`config.mk`:
```
export PLATFORM = sky130hd
export DESIGN_NAME = systolic_skew_feeder_flat
export DESIGN_NICKNAME = d
export VERILOG_FILES = /design/src/rtl/systolic_skew_feeder_if.sv /design/src/rtl/systolic_skew_feeder.sv /design/src/flat_wrapper.sv
export SDC_FILE = /design/constraint.sdc
export NUM_CORES = 1
export LEC_CHECK = 0
export CORE_AREA = 4 4 134 136
export CTS_BUF_LIST = sky130_fd_sc_hd__clkbuf_16
export CTS_CLUSTER_DIAMETER = 30
export DETAILED_ROUTE_END_ITERATION = 16
export DIE_AREA = 0 0 138 140
export PLACE_DENSITY = 0.6
export SETUP_SLACK_MARGIN = 0.02
export SLEW_MARGIN = 10
export SYNTH_ARGS = -nofsm -noshare
export SYNTH_HDL_FRONTEND = slang
export SYNTH_SLANG_ARGS = --single-unit
```
`constraint.sdc`:
```
create_clock -name clk -period 2.5 [get_ports clk]
set_clock_uncertainty 0.15 [all_clocks]
set_input_delay 0.5 -clock clk [delete_from_list [all_inputs] [get_ports clk]]
set_output_delay 0.5 -clock clk [all_outputs]
set_load 0.01 [all_outputs]
```
`src/rtl/systolic_skew_feeder_if.sv`:
```
// Stream bus between the operand fetch side and the systolic skew feeder.
// The master drives vectors in; the slave returns the skewed wavefront and block status.
interface systolic_skew_feeder_if #(
    parameter int N          = 4,
    parameter int DATA_WIDTH = 16
);
    logic                    in_valid;
    logic                    in_ready;
    logic                    in_last;
    logic                    reverse;
    logic [N*DATA_WIDTH-1:0] in_data;
    logic [N*DATA_WIDTH-1:0] out_data;
    logic [N-1:0]            out_valid;
    logic                    busy;
    logic                    drain_done;

    modport master (
        output in_valid, in_last, reverse, in_data,
        input  in_ready, out_data, out_valid, busy, drain_done
    );

    modport slave (
        input  in_valid, in_last, reverse, in_data,
        output in_ready, out_data, out_valid, busy, drain_done
    );
endinterface

```
`src/rtl/systolic_skew_feeder.sv`:
```
// Input skew stage for an N x N systolic array: lane i is delayed by i advancing cycles,
// with per-lane valid bits, optional lane reversal per block and a self-draining tail.
module systolic_skew_feeder #(
    parameter int N          = 4,
    parameter int DATA_WIDTH = 16
) (
    input  logic                 clk,
    input  logic                 rst,
    input  logic                 en,
    systolic_skew_feeder_if.slave bus
);
    localparam int               CNT_W    = (N > 1) ? $clog2(N) : 1;
    localparam logic [CNT_W-1:0] CNT_LOAD = CNT_W'(N - 1);
    localparam int               LW       = DATA_WIDTH + 1;

    typedef enum logic [1:0] {
        ST_IDLE   = 2'd0,
        ST_STREAM = 2'd1,
        ST_DRAIN  = 2'd2
    } state_t;

    state_t                  state_r;
    state_t                  state_next_s;
    logic [CNT_W-1:0]        cnt_r;
    logic [CNT_W-1:0]        cnt_next_s;
    logic                    reverse_q_r;
    logic                    reverse_q_next_s;
    logic                    drain_done_r;
    logic                    drain_done_next_s;
    logic                    in_ready_s;
    logic                    busy_s;
    logic                    accept_s;
    logic                    rev_sel_s;
    logic [N*DATA_WIDTH-1:0] mapped_s;
    logic [N*DATA_WIDTH-1:0] out_data_s;
    logic [N-1:0]            out_valid_s;
    logic [LW-1:0]           lane_out_s [N];

    assign accept_s  = en & bus.in_valid & in_ready_s;
    // The first beat of a block uses the live reverse input; later beats use the latched copy.
    assign rev_sel_s = (state_r == ST_IDLE) ? bus.reverse : reverse_q_r;

    // State register: FSM state, drain counter, latched reversal and completion pulse
    always_ff @(posedge clk) begin
        if (rst) begin
            state_r      <= ST_IDLE;
            cnt_r        <= '0;
            reverse_q_r  <= 1'b0;
            drain_done_r <= 1'b0;
        end else begin
            state_r      <= state_next_s;
            cnt_r        <= cnt_next_s;
            reverse_q_r  <= reverse_q_next_s;
            drain_done_r <= drain_done_next_s;
        end
    end

    // Next-state logic; everything holds while en is low
    always_comb begin
        state_next_s      = state_r;
        cnt_next_s        = cnt_r;
        reverse_q_next_s  = reverse_q_r;
        drain_done_next_s = drain_done_r;
        if (en) begin
            drain_done_next_s = 1'b0;
            case (state_r)
                ST_IDLE, ST_STREAM: begin
                    if (accept_s) begin
                        if (state_r == ST_IDLE) begin
                            reverse_q_next_s = bus.reverse;
                        end else begin
                            reverse_q_next_s = reverse_q_r;
                        end
                        if (!bus.in_last) begin
                            state_next_s = ST_STREAM;
                        end else if (N == 1) begin
                            state_next_s      = ST_IDLE;
                            drain_done_next_s = 1'b1;
                        end else begin
                            // Pulse is timed to coincide with the last element leaving lane N-1.
                            state_next_s      = ST_DRAIN;
                            cnt_next_s        = CNT_LOAD;
                            drain_done_next_s = (N == 2);
                        end
                    end else begin
                        state_next_s = state_r;
                    end
                end
                ST_DRAIN: begin
                    cnt_next_s        = cnt_r - CNT_W'(1);
                    drain_done_next_s = (cnt_r == CNT_W'(2));
                    if (cnt_r == CNT_W'(1)) begin
                        state_next_s = ST_IDLE;
                    end else begin
                        state_next_s = ST_DRAIN;
                    end
                end
                default: begin
                    state_next_s = ST_IDLE;
                    cnt_next_s   = '0;
                end
            endcase
        end else begin
            drain_done_next_s = drain_done_r;
        end
    end

    // Output decode from the current state
    always_comb begin
        in_ready_s = 1'b1;
        busy_s     = 1'b0;
        case (state_r)
            ST_IDLE: begin
                in_ready_s = 1'b1;
                busy_s     = 1'b0;
            end
            ST_STREAM: begin
                in_ready_s = 1'b1;
                busy_s     = 1'b1;
            end
            ST_DRAIN: begin
                in_ready_s = 1'b0;
                busy_s     = 1'b1;
            end
            default: begin
                in_ready_s = 1'b1;
                busy_s     = 1'b0;
            end
        endcase
    end

    // Lane-order mapping of the incoming vector
    always_comb begin
        mapped_s = '0;
        for (int j = 0; j < N; j++) begin
            if (rev_sel_s) begin
                mapped_s[DATA_WIDTH*(N-j)-1 -: DATA_WIDTH] = bus.in_data[DATA_WIDTH*(j+1)-1 -: DATA_WIDTH];
            end else begin
                mapped_s[DATA_WIDTH*(j+1)-1 -: DATA_WIDTH] = bus.in_data[DATA_WIDTH*(j+1)-1 -: DATA_WIDTH];
            end
        end
    end

    assign lane_out_s[0] = accept_s ? {mapped_s[DATA_WIDTH-1:0], 1'b1} : {LW{1'b0}};

    for (genvar i = 1; i < N; i++) begin : g_lane
        logic [LW-1:0] stage_r [i];

        // Delay chain of depth i; bubbles enter as zero data with valid low
        always_ff @(posedge clk) begin
            if (rst) begin
                for (int k = 0; k < i; k++) begin
                    stage_r[k] <= '0;
                end
            end else if (en) begin
                stage_r[0] <= accept_s ? {mapped_s[DATA_WIDTH*(i+1)-1 -: DATA_WIDTH], 1'b1} : {LW{1'b0}};
                for (int k = 1; k < i; k++) begin
                    stage_r[k] <= stage_r[k-1];
                end
            end
        end

        assign lane_out_s[i] = stage_r[i-1];
    end

    // Pack lane outputs onto the bus
    always_comb begin
        out_data_s  = '0;
        out_valid_s = '0;
        for (int i = 0; i < N; i++) begin
            out_data_s[DATA_WIDTH*(i+1)-1 -: DATA_WIDTH] = lane_out_s[i][LW-1:1];
            out_valid_s[i]                               = lane_out_s[i][0];
        end
    end

    assign bus.out_data   = out_data_s;
    assign bus.out_valid  = out_valid_s;
    assign bus.in_ready   = in_ready_s;
    assign bus.busy       = busy_s;
    assign bus.drain_done = drain_done_r;
endmodule
```
`src/flat_wrapper.sv`:
```
// flat-port wrapper written by rule: the top's interface ports become plain ports
module systolic_skew_feeder_flat 
#(
    parameter int N          = 4,
    parameter int DATA_WIDTH = 16
)
  (clk, rst, en, bus_in_valid, bus_in_last, bus_reverse, bus_in_data, bus_in_ready, bus_out_data, bus_out_valid, bus_busy, bus_drain_done);
  systolic_skew_feeder_if #(.N(N), .DATA_WIDTH(DATA_WIDTH)) bus_i ();
  input  logic clk;
  input  logic rst;
  input  logic en;
  input wire logic [$bits(bus_i.in_valid)-1:0] bus_in_valid;
  input wire logic [$bits(bus_i.in_last)-1:0] bus_in_last;
  input wire logic [$bits(bus_i.reverse)-1:0] bus_reverse;
  input wire logic [$bits(bus_i.in_data)-1:0] bus_in_data;
  output wire logic [$bits(bus_i.in_ready)-1:0] bus_in_ready;
  output wire logic [$bits(bus_i.out_data)-1:0] bus_out_data;
  output wire logic [$bits(bus_i.out_valid)-1:0] bus_out_valid;
  output wire logic [$bits(bus_i.busy)-1:0] bus_busy;
  output wire logic [$bits(bus_i.drain_done)-1:0] bus_drain_done;
  assign bus_i.in_valid = bus_in_valid;
  assign bus_i.in_last = bus_in_last;
  assign bus_i.reverse = bus_reverse;
  assign bus_i.in_data = bus_in_data;
  assign bus_in_ready = bus_i.in_ready;
  assign bus_out_data = bus_i.out_data;
  assign bus_out_valid = bus_i.out_valid;
  assign bus_busy = bus_i.busy;
  assign bus_drain_done = bus_i.drain_done;
  systolic_skew_feeder #(.N(N), .DATA_WIDTH(DATA_WIDTH)) u_core (.clk(clk), .rst(rst), .en(en), .bus(bus_i));
endmodule
```
Word-level counts from Yosys, hierarchy flattened
Memory sizes are Yosys's and may differ from the RTL's.
Index checks and enable logic that the tools add are counted.

storage, ports and cells
  output and inout port bits = 71
  RAM bits = 102
  bits in registers = 6
  bits in latches = 0
  memories kept = 3
  bits in read-only memories = 0
  input port bits = 70
  word-level logic and storage cells = 59

operators by class
  div/mod/pow operators = 0
  multipliers = 0
  reduce and logical (&&, ||, !) cells = 7
  shifts and indexed selects = 0
  bitwise logic cells = 7
  $add $sub $neg = 1
  magnitude comparators = 0
  muxes and demuxes = 31
  equal/unequal tests = 6

memory list
  name                      depth  width  read ports  clocked after memory_dff  write ports  line                         source
  u_core.g_lane[3].stage_r  3      17     3           0                         3            systolic_skew_feeder.sv:147  logic [LW-1:0] stage_r [i];
  u_core.g_lane[2].stage_r  2      17     2           0                         2            systolic_skew_feeder.sv:147
  u_core.g_lane[1].stage_r  1      17     1           0                         1            systolic_skew_feeder.sv:147

operators with widths
  kind                   number
  $mux W17               10
  $mux W16               4
  $reduce_or A17 Y1      1
  $mux W1                10
  $mux W2                5
  $pmux W2 S2            2
  $reduce_and A3 Y1      2
  $or A1 B1 Y1           5
  $eq A2 B1 Y1 const B   2
  $eq A2 B2 Y1 const B   2
  $reduce_or A2 Y1       2
  $and A1 B1 Y1          2
  $logic_not A2 Y1       1
  $ne A2 B1 Y1 const B   1
  $ne A2 B2 Y1 const B   1
  $reduce_and A2 Y1      1
  $sub A2 B1 Y2 const B  1

Logic depth before layout (Yosys ltp)
Gate-level depths: netlist of run 1.

  depth after elaboration = 5
  gate-level depth with buffers = 8
  depth with buffers taken out = 8

Worst setup path before layout of run 1
Ideal clock, no wire load.

  path type = in2reg
  start = input rst
  end = memory u_core.g_lane[1].stage_r[0][10] (netlist name) (enable)
  arrival = 1.740 ns
  library setup time = 0.415 ns
  required time = 1.935 ns
  buffers on the path = 0
  stages = 1
  slack = 0.195 ns
  cell sequence = or2_2

between the ends
  cells in the longest elaborated chain, start to end = 4
  elaborated cells on any way between the ends = 6
  classes of those cells = 5 x mux; 1 x reduce/logical

ends and longest elaborated chain
  what                         line                         source
  from (decl)                  flat_wrapper.sv:10           input logic rst;
  $mux W1                      systolic_skew_feeder.sv:151  if (rst) begin
  $mux W1                      systolic_skew_feeder.sv:156  stage_r[0] <= accept_s ? {mapped_s[DATA_WIDTH*(i+1)-1 -: DATA_WIDTH], 1'b1} : {LW{1'b0}};
  $reduce_or A17 Y1 (no line)  -
  $mux W1 (no line) (*)        -
  to (decl)                    systolic_skew_feeder.sv:147

Every way passes the cells marked *; elsewhere a longest branch is shown, timed or not.

Worst setup path in the final report of run 1
  start = register u_core.state_r[0]
  end = output bus_out_data[11]

between the ends
  cells in the longest elaborated chain, start to end = 4
  elaborated cells on any way between the ends = 7
  classes of those cells = 1 x eq/ne; 4 x mux; 1 x bitwise; 1 x reduce/logical

ends and longest elaborated chain
  what                                              line                                                     source
  from (decl)                                       systolic_skew_feeder.sv:22                               state_t state_r;
  from (signal assigned)                            systolic_skew_feeder.sv:51                               state_r <= state_next_s;
  $eq A2 B2 Y1 or $logic_not A2 Y1 (tied branches)  systolic_skew_feeder.sv:112, systolic_skew_feeder.sv:41
  $mux W1 (on tied branches)                        -
  $and A1 B1 Y1 or $mux W16 (tied branches)         systolic_skew_feeder.sv:39, systolic_skew_feeder.sv:136
  $mux W17 (*)                                      systolic_skew_feeder.sv:144                              assign lane_out_s[0] = accept_s ? {mapped_s[DATA_WIDTH-1:0], 1'b1} : {LW{1'b0}};
  to (decl)                                         flat_wrapper.sv:17                                       output wire logic [$bits(bus_i.out_data)-1:0] bus_out_data;

Marked as above.

==> metrics.yaml, run 1 <==
yosys:
  synthMuxAreaShare: 0.00709
  ys_types: 27
  yosysWarningCount: 0
  netlist_instances: 452
  synth-edff-count: 99
  synthesis.nets: 529
  synth_xor_area_frac: 0
  synth-simple-area-share: 0.179
  yosys.area_share.adder: 0.0177
  synth_top_family_by_area: "simple AND/OR/NAND/NOR gates"
  yosysSeqAreaShare: 0.626
  netlist_area_um2: 4940
  yosys_most_used_dff: "edfxtp_1"
  avgSynthCellArea_um2: 10.9
  synth-compound-area-share: 0.0831
  yosys_register_bits: 105
  async_flop_share: 0
power:
  power_mw: 4.23
  powerDensity_nw_per_um2: 622
  vdd_drop_max_v: 0.000312
  internal_power_mw: 3.12
  clkPwrFrac: 0.325
  p_seq_frac: 0.491
  p_leak_nw: 2.70
  comb_power_share: 0.184
  power_switching_share: 0.262
  power.switching_mw: 1.11
placed_design:
  place_hpwl_um: 8470
  routabilityCongestion: 0.775
  post-place-ws_ps: -403
  io_buffers: 140
global_routing:
  grt_pass1_vias: 3576
  grt_pass1_wl_um: 19300
  grt_max_degree: 52
  grtUsageTotal: 0.126
  antenna_found_initial: 1
  grt_overflow: 0
  met3_usage: 0.0314
  top_usage_layer: "met2"
  met2_usage: 0.207
  grtUsageMet1: 0.159
die:
  io_pins: 141
  core-area_um2: 16900
  die_area_um2: 19300
  start_util: 0.292
  die_h_um: 140
  die_width_um: 138
  rows: 48
sta:
  rsz0062_at_grt: "yes"
  max_freq_mhz: 414
  setup_viol: 0
  slew_violations: 0
  hold_viol: 0
  layout_setup_ws_ps: 83.7
  timing.final.crit_period_ps: 2420
  finalCritPeriodShare: 0.967
  slew_headroom: 0.782
  worst-slew-pin-transition_ps: 327
  whs_ps: 318
setup_path:
  worst-path-max-fanout: 23
  crit_chain: "inv_2, ha_4, mux2_2, buf_12, nand2_1, a21oi_2, buf_2"
  crit_type: "reg -> out"
  crit_required_ps: 1850
  cp-start-kind: "flop"
  end_kind: "output port"
  crit_slowest_cell: "mux2_2"
  crit_path_start: "u_core.state_r[0]$_SDFFE_PP0P_"
  arrival_ps: 1770
  slowest_delay_ps: 360
  r2r_start: "u_core.state_r[0]$_SDFFE_PP0P_"
route:
  first_iter_violations: 247
  wire_per_inst_um: 15.2
  antenna_left: 0
  wirelength_um: 12200
  vias: 3514
  vias_per_cell: 4.37
  drt_pass1_iterations: 4
  drc_errors: 0
layout:
  area_growth_pct: 37.6
  drive_gt1_frac: 0.152
  fin_nets: 650
  fillers: 1626
clock_network:
  cts_num_sinks: 105
  clkTransAtPathRegs_ps: 80
  numCtsBuffers: 9
  clock_latency_ps: 350
  tritoncts: "built"
  clock_path_buffers: 2
  clock_tree.root_cell: "clkbuf_16"
  postCtsHoldBufs: 0
  cts.htree.levels: 3
status:
  status: "finished clean"
job:
  maxCapViolCount: 0
worst_hold_path:
  hp-start: "u_core.bus.drain_done$_SDFFE_PP0P_"
  hp-class: "reg -> reg"
-- state kept, by name, indices dropped and copies added (netlist names) --
register and flops:
u_core.bus.drain_done 1, u_core.cnt_r 2, u_core.reverse_q_r 1, u_core.g_lane.stage_r 99, u_core.state_r 2
-- synth_stat cells (all sizes together), types with 3 or more instances --
| cell | count | share of area |
|---|---|---|
| nor2 | 3 | 0.0028 |
| dfxtp | 6 | 0.024 |
| ha | 7 | 0.018 |
| buf | 51 | 0.074 |
| and2 | 50 | 0.063 |
| inv | 8 | 0.0061 |
| edfxtp | 99 | 0.60 |
| nand2 | 133 | 0.10 |
| clkbuf | 9 | 0.0068 |
| a21oi | 69 | 0.070 |
-- cells by family after synthesis --
logic type               after synthesis
AO/OA/AOI/OAI                         75
adder cells (fa/ha/maj)                7
buffers and inverters                 68
flip-flops                           105
multiplexers                           3
AND/OR/NAND/NOR                      194
-- routing by layer --
metal	up-vias	wire, um
li1	1736	-
met1	1669	5450
met2	88	5930
met3	21	521
met4	0	312
met5	-	0
-- critical path: cells and delay by family, from the launching register on --
family	cells	cell delay [ps]
muxes	1	360
and+or+nand+nor	1	100
DFF	1	330
AOI/OAI and AO/OA	1	60
buffers and inverters	3	380
adders and majority gates	1	170
-- cell type report --
type	instances	area, um2	share of cell area
clock buffers	9	225	0.0331
well taps	225	282	0.0414
repair buffers	170	1630	0.239
diodes	1	2.50	0.000368
flip-flops and latches	105	3100	0.455
clock inverters	7	60.1	0.00883
multi-input cells	279	1480	0.217
inverters	8	30.0	0.00442
-- timing repair --
action / in CTS / in global routing
gates resized for setup: 80 / 13
setup buffers: 3 / 0
setup endpoints to repair: 17 / 17
pin swaps: 2 / 1
gates cloned: 2 / 0
-- worst paths after layout --
check | end | slack (ps) | cells after the start
max reg2reg | u_core.g_lane[2].stage_r[0][10]$_SDFFCE_PN0P_ | 450 | 7
min reg2reg | u_core.bus.drain_done$_SDFFE_PP0P_ | 320 | 2
max | bus_out_data[11] | 80 | 7
min | u_core.bus.drain_done$_SDFFE_PP0P_ | 320 | 2
-- through the flow --
stage	setup TNS (ps)	cells	util	instance area (um2)
2_1_floorplan	0	452	-	4940
3_3_place_gp	-5210	784	0.385	6510
3_5_place_dp	-5900	784	0.385	6510
4_1_cts	0	805	0.402	6810
5_1_grt	-3.35	804	0.401	6800
6_report	0	804	0.401	6800
-- layout by cell type, fill, tap and decap left out, types with 5 or more instances in the layout --
master and n:
a21oi_1 63, a21oi_2 6, and2_1 50, buf_12 5, buf_2 16, buf_4 20, clkbuf_16 9, clkdlybuf4s50_1 122
edfxtp_1 99, ha_1 5, inv_1 6, nand2_1 130
-- power by group through the flow --
stage | clock network [mW] | registers, mW | logic [mW]
floorplan | 0 | 2.12 | 0.389
detailed placement | 0 | 2.11 | 0.770
CTS | 1.43 | 2.08 | 0.797
finish | 1.37 | 2.07 | 0.778
global placement | 0 | 2.11 | 0.752
global route | 1.50 | 2.08 | 0.850
(Power assumes the default switching activity.)
==> run 2, diff against run 1 <==
--- a/config.mk
+++ b/config.mk
@@ -10,7 +10,6 @@
 export CTS_CLUSTER_DIAMETER = 30
 export DETAILED_ROUTE_END_ITERATION = 16
 export DIE_AREA = 0 0 138 140
-export PLACE_DENSITY = 0.6
 export SETUP_SLACK_MARGIN = 0.02
 export SLEW_MARGIN = 10
 export SYNTH_ARGS = -nofsm -noshare
==> results of run 2 <==
The final DEF is identical to that of run 1; final timing and power are the same.
